<file path="config.mk">
export PLATFORM = sky130hd
export DESIGN_NAME = sar_search_flat
export DESIGN_NICKNAME = d
export VERILOG_FILES = /design/src/rtl/sar_search_pkg.sv /design/src/rtl/sar_search_if.sv /design/src/rtl/sar_search.sv /design/src/flat_wrapper.sv
export SDC_FILE = /design/constraint.sdc
export NUM_CORES = 1
export LEC_CHECK = 0
export CORE_MARGIN = 4
export CORE_UTILIZATION = 45
export DETAILED_ROUTE_END_ITERATION = 8
export GPL_ROUTABILITY_DRIVEN = 0
export PLACE_DENSITY_LB_ADDON = 0.2
export SLEW_MARGIN = 20
export SYNTH_ARGS = -nofsm -noshare
export SYNTH_HDL_FRONTEND = slang
export SYNTH_SLANG_ARGS = --single-unit
</file>
<file path="constraint.sdc">
create_clock -name clk -period 2.8 [get_ports clk]
set_clock_uncertainty 0.1 [all_clocks]
set_input_delay 0.56 -clock clk [delete_from_list [all_inputs] [get_ports clk]]
set_output_delay 0.56 -clock clk [all_outputs]
set_load 0.05 [all_outputs]
</file>
<file path="src/rtl/sar_search_pkg.sv">
// Shared types and helpers for the successive-approximation search controller.
package sar_search_pkg;

  typedef enum logic [1:0] {
    S_IDLE  = 2'd0,
    S_TRIAL = 2'd1,
    S_DONE  = 2'd2
  } state_e;

  localparam int MAX_W = 32;

  function automatic int cnt_w(input int width);
    return $clog2(width) + 1;
  endfunction

  // First trial value: only the MSB of a width-bit word set.
  function automatic logic [MAX_W-1:0] msb_one(input int width);
    return MAX_W'(1) << (width - 1);
  endfunction

endpackage

</file>
<file path="src/rtl/sar_search_if.sv">
// Search-controller bus: start request, comparator flags in, trial/result/status out.
interface sar_search_if
  import sar_search_pkg::*;
#(
  parameter int WIDTH = 4,
  parameter int CNT_W = cnt_w(WIDTH)
) ();

  logic             start;
  logic             cmp_eq;
  logic             cmp_lt;
  logic             cmp_gt;
  logic [WIDTH-1:0] guess;
  logic             busy;
  logic             done;
  logic             err;
  logic [WIDTH-1:0] result;
  logic [CNT_W-1:0] trials;

  modport master (
    input  start, cmp_eq, cmp_lt, cmp_gt,
    output guess, busy, done, err, result, trials
  );

  modport slave (
    output start, cmp_eq, cmp_lt, cmp_gt,
    input  guess, busy, done, err, result, trials
  );

endinterface

</file>
<file path="src/rtl/sar_search.sv">
// SAR search engine driving a comparator's b input; 1..WIDTH trial cycles plus one DONE cycle.
// start is honoured only in IDLE; requests while busy or in DONE are dropped.
module sar_search
  import sar_search_pkg::*;
#(
  parameter int WIDTH = 4,
  parameter int CNT_W = cnt_w(WIDTH)
) (
  input  logic         clk,
  input  logic         rst,
  sar_search_if.master bus
);

  localparam logic [WIDTH-1:0] GUESS_INIT = WIDTH'(msb_one(WIDTH));
  localparam logic [CNT_W-1:0] TRIALS_MAX = CNT_W'(WIDTH);

  state_e           state_q, state_d;
  logic [WIDTH-1:0] guess_q, guess_d;
  logic [WIDTH-1:0] mask_q, mask_d;  // one-hot marker of the bit under test
  logic [WIDTH-1:0] result_q, result_d;
  logic [CNT_W-1:0] trials_q, trials_d;
  logic             err_q, err_d;
  logic             one_hot;

  assign one_hot = (bus.cmp_eq ^ bus.cmp_lt ^ bus.cmp_gt) &
                   ~(bus.cmp_eq & bus.cmp_lt & bus.cmp_gt);

  always_ff @(posedge clk) begin
    if (rst) begin
      state_q  <= S_IDLE;
      guess_q  <= '0;
      mask_q   <= GUESS_INIT;
      result_q <= '0;
      trials_q <= '0;
      err_q    <= 1'b0;
    end else begin
      state_q  <= state_d;
      guess_q  <= guess_d;
      mask_q   <= mask_d;
      result_q <= result_d;
      trials_q <= trials_d;
      err_q    <= err_d;
    end
  end

  always_comb begin
    state_d  = state_q;
    guess_d  = guess_q;
    mask_d   = mask_q;
    result_d = result_q;
    trials_d = trials_q;
    err_d    = err_q;
    case (state_q)
      S_IDLE: begin
        if (bus.start) begin
          guess_d  = GUESS_INIT;
          mask_d   = GUESS_INIT;
          trials_d = '0;
          err_d    = 1'b0;
          state_d  = S_TRIAL;
        end
      end
      S_TRIAL: begin
        if (trials_q != TRIALS_MAX) trials_d = trials_q + CNT_W'(1);
        if (!one_hot) begin
          result_d = '0;
          err_d    = 1'b1;
          state_d  = S_DONE;
        end else if (bus.cmp_eq) begin
          result_d = guess_q;
          state_d  = S_DONE;
        end else if (bus.cmp_gt) begin
          if (mask_q[0]) begin
            result_d = guess_q;
            state_d  = S_DONE;
          end else begin
            guess_d = guess_q | (mask_q >> 1);
            mask_d  = mask_q >> 1;
          end
        end else begin
          // Target below the trial: the bit under test is wrong, drop it.
          if (mask_q[0]) begin
            result_d = guess_q & ~mask_q;
            state_d  = S_DONE;
          end else begin
            guess_d = (guess_q & ~mask_q) | (mask_q >> 1);
            mask_d  = mask_q >> 1;
          end
        end
      end
      S_DONE:  state_d = S_IDLE;
      default: state_d = S_IDLE;
    endcase
  end

  assign bus.guess  = guess_q;
  assign bus.busy   = (state_q == S_TRIAL);
  assign bus.done   = (state_q == S_DONE);
  assign bus.err    = err_q;
  assign bus.result = result_q;
  assign bus.trials = trials_q;

endmodule

</file>
<file path="src/flat_wrapper.sv">
// flat-port wrapper written by rule: the top's interface ports become plain ports
module sar_search_flat import sar_search_pkg::*;
#(
  parameter int WIDTH = 4,
  parameter int CNT_W = cnt_w(WIDTH)
)
  (clk, rst, bus_start, bus_cmp_eq, bus_cmp_lt, bus_cmp_gt, bus_guess, bus_busy, bus_done, bus_err, bus_result, bus_trials);
  sar_search_if #(.WIDTH(WIDTH), .CNT_W(CNT_W)) bus_i ();
  input  logic clk;
  input  logic rst;
  input wire logic [$bits(bus_i.start)-1:0] bus_start;
  input wire logic [$bits(bus_i.cmp_eq)-1:0] bus_cmp_eq;
  input wire logic [$bits(bus_i.cmp_lt)-1:0] bus_cmp_lt;
  input wire logic [$bits(bus_i.cmp_gt)-1:0] bus_cmp_gt;
  output wire logic [$bits(bus_i.guess)-1:0] bus_guess;
  output wire logic [$bits(bus_i.busy)-1:0] bus_busy;
  output wire logic [$bits(bus_i.done)-1:0] bus_done;
  output wire logic [$bits(bus_i.err)-1:0] bus_err;
  output wire logic [$bits(bus_i.result)-1:0] bus_result;
  output wire logic [$bits(bus_i.trials)-1:0] bus_trials;
  assign bus_i.start = bus_start;
  assign bus_i.cmp_eq = bus_cmp_eq;
  assign bus_i.cmp_lt = bus_cmp_lt;
  assign bus_i.cmp_gt = bus_cmp_gt;
  assign bus_guess = bus_i.guess;
  assign bus_busy = bus_i.busy;
  assign bus_done = bus_i.done;
  assign bus_err = bus_i.err;
  assign bus_result = bus_i.result;
  assign bus_trials = bus_i.trials;
  sar_search #(.WIDTH(WIDTH), .CNT_W(CNT_W)) u_core (.clk(clk), .rst(rst), .bus(bus_i));
endmodule
</file>
==> results.toml <==
[place]
port_buffers = 19
dp_hpwl_um = 1498
place_ws_ns = 0.09360

[final_layout]
final_common_cell = "clkdlybuf4s50_1"
layout.nets = 136
final_core_util = 0.6031
drive_above_1_share = 0.1032
final_cell_mix = "19 x clkdlybuf4s50_1, 18 x dfxtp_1, 12 x o21ai_0"
syn_to_final_growth_pct = 27.52
antenna_cells = 0

[global_routing]
grt_overflow = 0
grt_max_degree = 15
grt_first_pass_wirelength_um = 3443
grt_antenna_before_repair = 0
track_usage = 0.1689
grt_pass1_vias = 782

[critical_path]
endpoint_kind = "output port"
worstSetupPathType = "register to output port"
reg2regPathDepth = 4
critPathArrivalTime_ns = 1.88
crit_fanout = 8
rr_startpoint = "u_core.state_q[0]"
rrSetupSlack_ns = 1.02
reg2reg_to = "u_core.bus.guess[1]"
crit_required_ns = 2.14
cp-start-kind = "register"

[floorplan]
dieArea_mm2 = 0.002828
die_y_um = 53.18
io_pins = 20
die_x_um = 53.18
coreArea_mm2 = 0.001942
start_util = 0.4729
fp-row-count = 16

[clock_network]
clk_latency_ns = 0.30
path_clk_slew_ns = 0.11
hold_buffers = 0
cts_tree = "yes"
h-tree-depth = 1
cts_made_buffers = 3
ctsResizeCount = 0
cts_buffer_depth = 2
postCtsSetupBuffers = 0
root_buffer = "clkbuf_4"
clock-sinks = 18

[power_and_ir_drop]
power_mw = 0.5332
cellPowerDensity_mw_per_mm2 = 455.3
p_leak_nw = 0.4264
vdd.ir_drop.worst_v = 0.0003305

[yosys]
syn_avg_cell_area_um2 = 8.831
ys_types = 29
ys_seq_area_frac = 0.3924
yosys_register_bits = 18
syn-instance-count = 104
syn_nets = 113
yosys_warnings = 0
synth_area_um2 = 918.4

[routing]
drcViolationCount = 0
wirelength_um = 2031
drt_pass1_iterations = 4
avgViaCountPerCell = 5.386
routedWlPerCell_um = 13.27
drt_iter0_markers = 29
dr_total_vias = 824
antenna_left = 0

[timing]
setup_tns_ns = 0
maxSlewViolCount = 0
fmax_mhz = 393.8
rsz0062_at_grt = "no"
fin_ws_ns = 0.2609
worstMarginPinSlew_ns = 0.5083
fin_crit_ns = 2.539
hold_viol = 0
relSlewSlack = 0.6601
setup_violations = 0
post-route-period-util = 0.9068

[min_path]
holdPathStages = 2
hold_start = "u_core.bus.result[2]"
hold_end = "u_core.bus.result[2]"
min_path_type = "register to register"

[status]
status = "completed"

[job]
drv_cap = 0
[cell type report]
class / count / area (um2)
clock buffers: 4 / 36.28
fillers: 193 / 770.7
inverters: 8 / 30.03
multi-input cells: 74 / 498.0
flip-flops and latches: 18 / 360.3
well taps: 27 / 33.78
repair buffers: 22 / 212.7
[worst max-delay path by stage]
stage,endpoint,slack (ns),start
2_1_floorplan,u_core.bus.guess[1],0.72,bus_cmp_lt
3_3_place_gp,u_core.bus.result[3],0.15,bus_cmp_eq
3_5_place_dp,u_core.bus.result[1],0.09,bus_cmp_eq
4_1_cts,bus_busy,0.27,u_core.state_q[0]
5_1_grt,bus_busy,0.18,u_core.state_q[0]
6_report,bus_busy,0.26,u_core.state_q[0]
[stage by stage]
step | cell area (um2) | hold slack (ns) | cells
6_report | 1171 | 0.3800 | 153
5_1_grt | 1171 | 0.4096 | 153
2_1_floorplan | 918.4 | 0.3713 | 104
4_1_cts | 1171 | 0.3825 | 153
3_5_place_dp | 1135 | 0.3666 | 149
3_3_place_gp | 1135 | 0.3650 | 149
[per-layer routing]
metal	GRT usage	part of all wire
met2	0.2996	0.48
met1	0.1921	0.45
met4	0.07660	0.017
met3	0.03380	0.053
met5	0	0
[where the power goes]
part / internal (mW) / leakage [nW] / switching [mW]
logic: 0.0378 / 0.259 / 0.0605
clock network: 0.0794 / 0.0210 / 0.0859
registers: 0.262 / 0.146 / 0.00706
[synth_stat cells]
cell / instances / share of area
or3b_1: 1 / 0.0095
a21o_1: 4 / 0.033
inv_1: 8 / 0.033
nand4_1: 3 / 0.020
dfxtp_1: 18 / 0.39
a31o_2: 1 / 0.0095
ha_1: 3 / 0.041
a21bo_1: 1 / 0.011
and2b_1: 1 / 0.0082
o21ai_0: 12 / 0.065
nand2b_1: 5 / 0.034
nand3_1: 4 / 0.022
a21oi_2: 3 / 0.029
nor2_1: 8 / 0.033
nor4b_1: 1 / 0.0095
a32oi_1: 1 / 0.0095
nor2b_1: 5 / 0.034
mux2i_1: 3 / 0.033
xnor2_1: 1 / 0.0095
clkbuf_1: 2 / 0.0082
nor4bb_1: 1 / 0.011
a21oi_1: 9 / 0.049
a211o_1: 1 / 0.0095
or3b_2: 1 / 0.0095
a2111o_1: 1 / 0.012
nor3_1: 2 / 0.011
a211oi_4: 1 / 0.022
a22oi_1: 1 / 0.0082
buf_6: 2 / 0.025
[flip-flops by register name, indices dropped and copies added, names as in the netlist]
signal             cells
u_core.bus.result      4
u_core.bus.guess       4
u_core.state_q         2
u_core.bus.err         1
u_core.bus.trials      3
u_core.mask_q          4
[cell families (layout without fill, tap and decap cells)]
family,count (synthesis),after routing,share of synthesized area
adder cells (fa/ha/maj),3,3,0.04088
AO/OA/AOI/OAI,35,35,0.2575
flip-flops,18,18,0.3924
AND/OR/NAND/NOR,32,32,0.2016
buffers and inverters,12,34,0.06540
multiplexers,3,3,0.03270
XOR/XNOR,1,1,0.009539
[critical path: stages, from the launching register on]
cell and delay, ns:
dfxtp_1 0.49, nand2b_1 0.11, inv_1 0.15, clkdlybuf4s50_1 0.83
No activity file was read; power rests on OpenSTA's default activity.
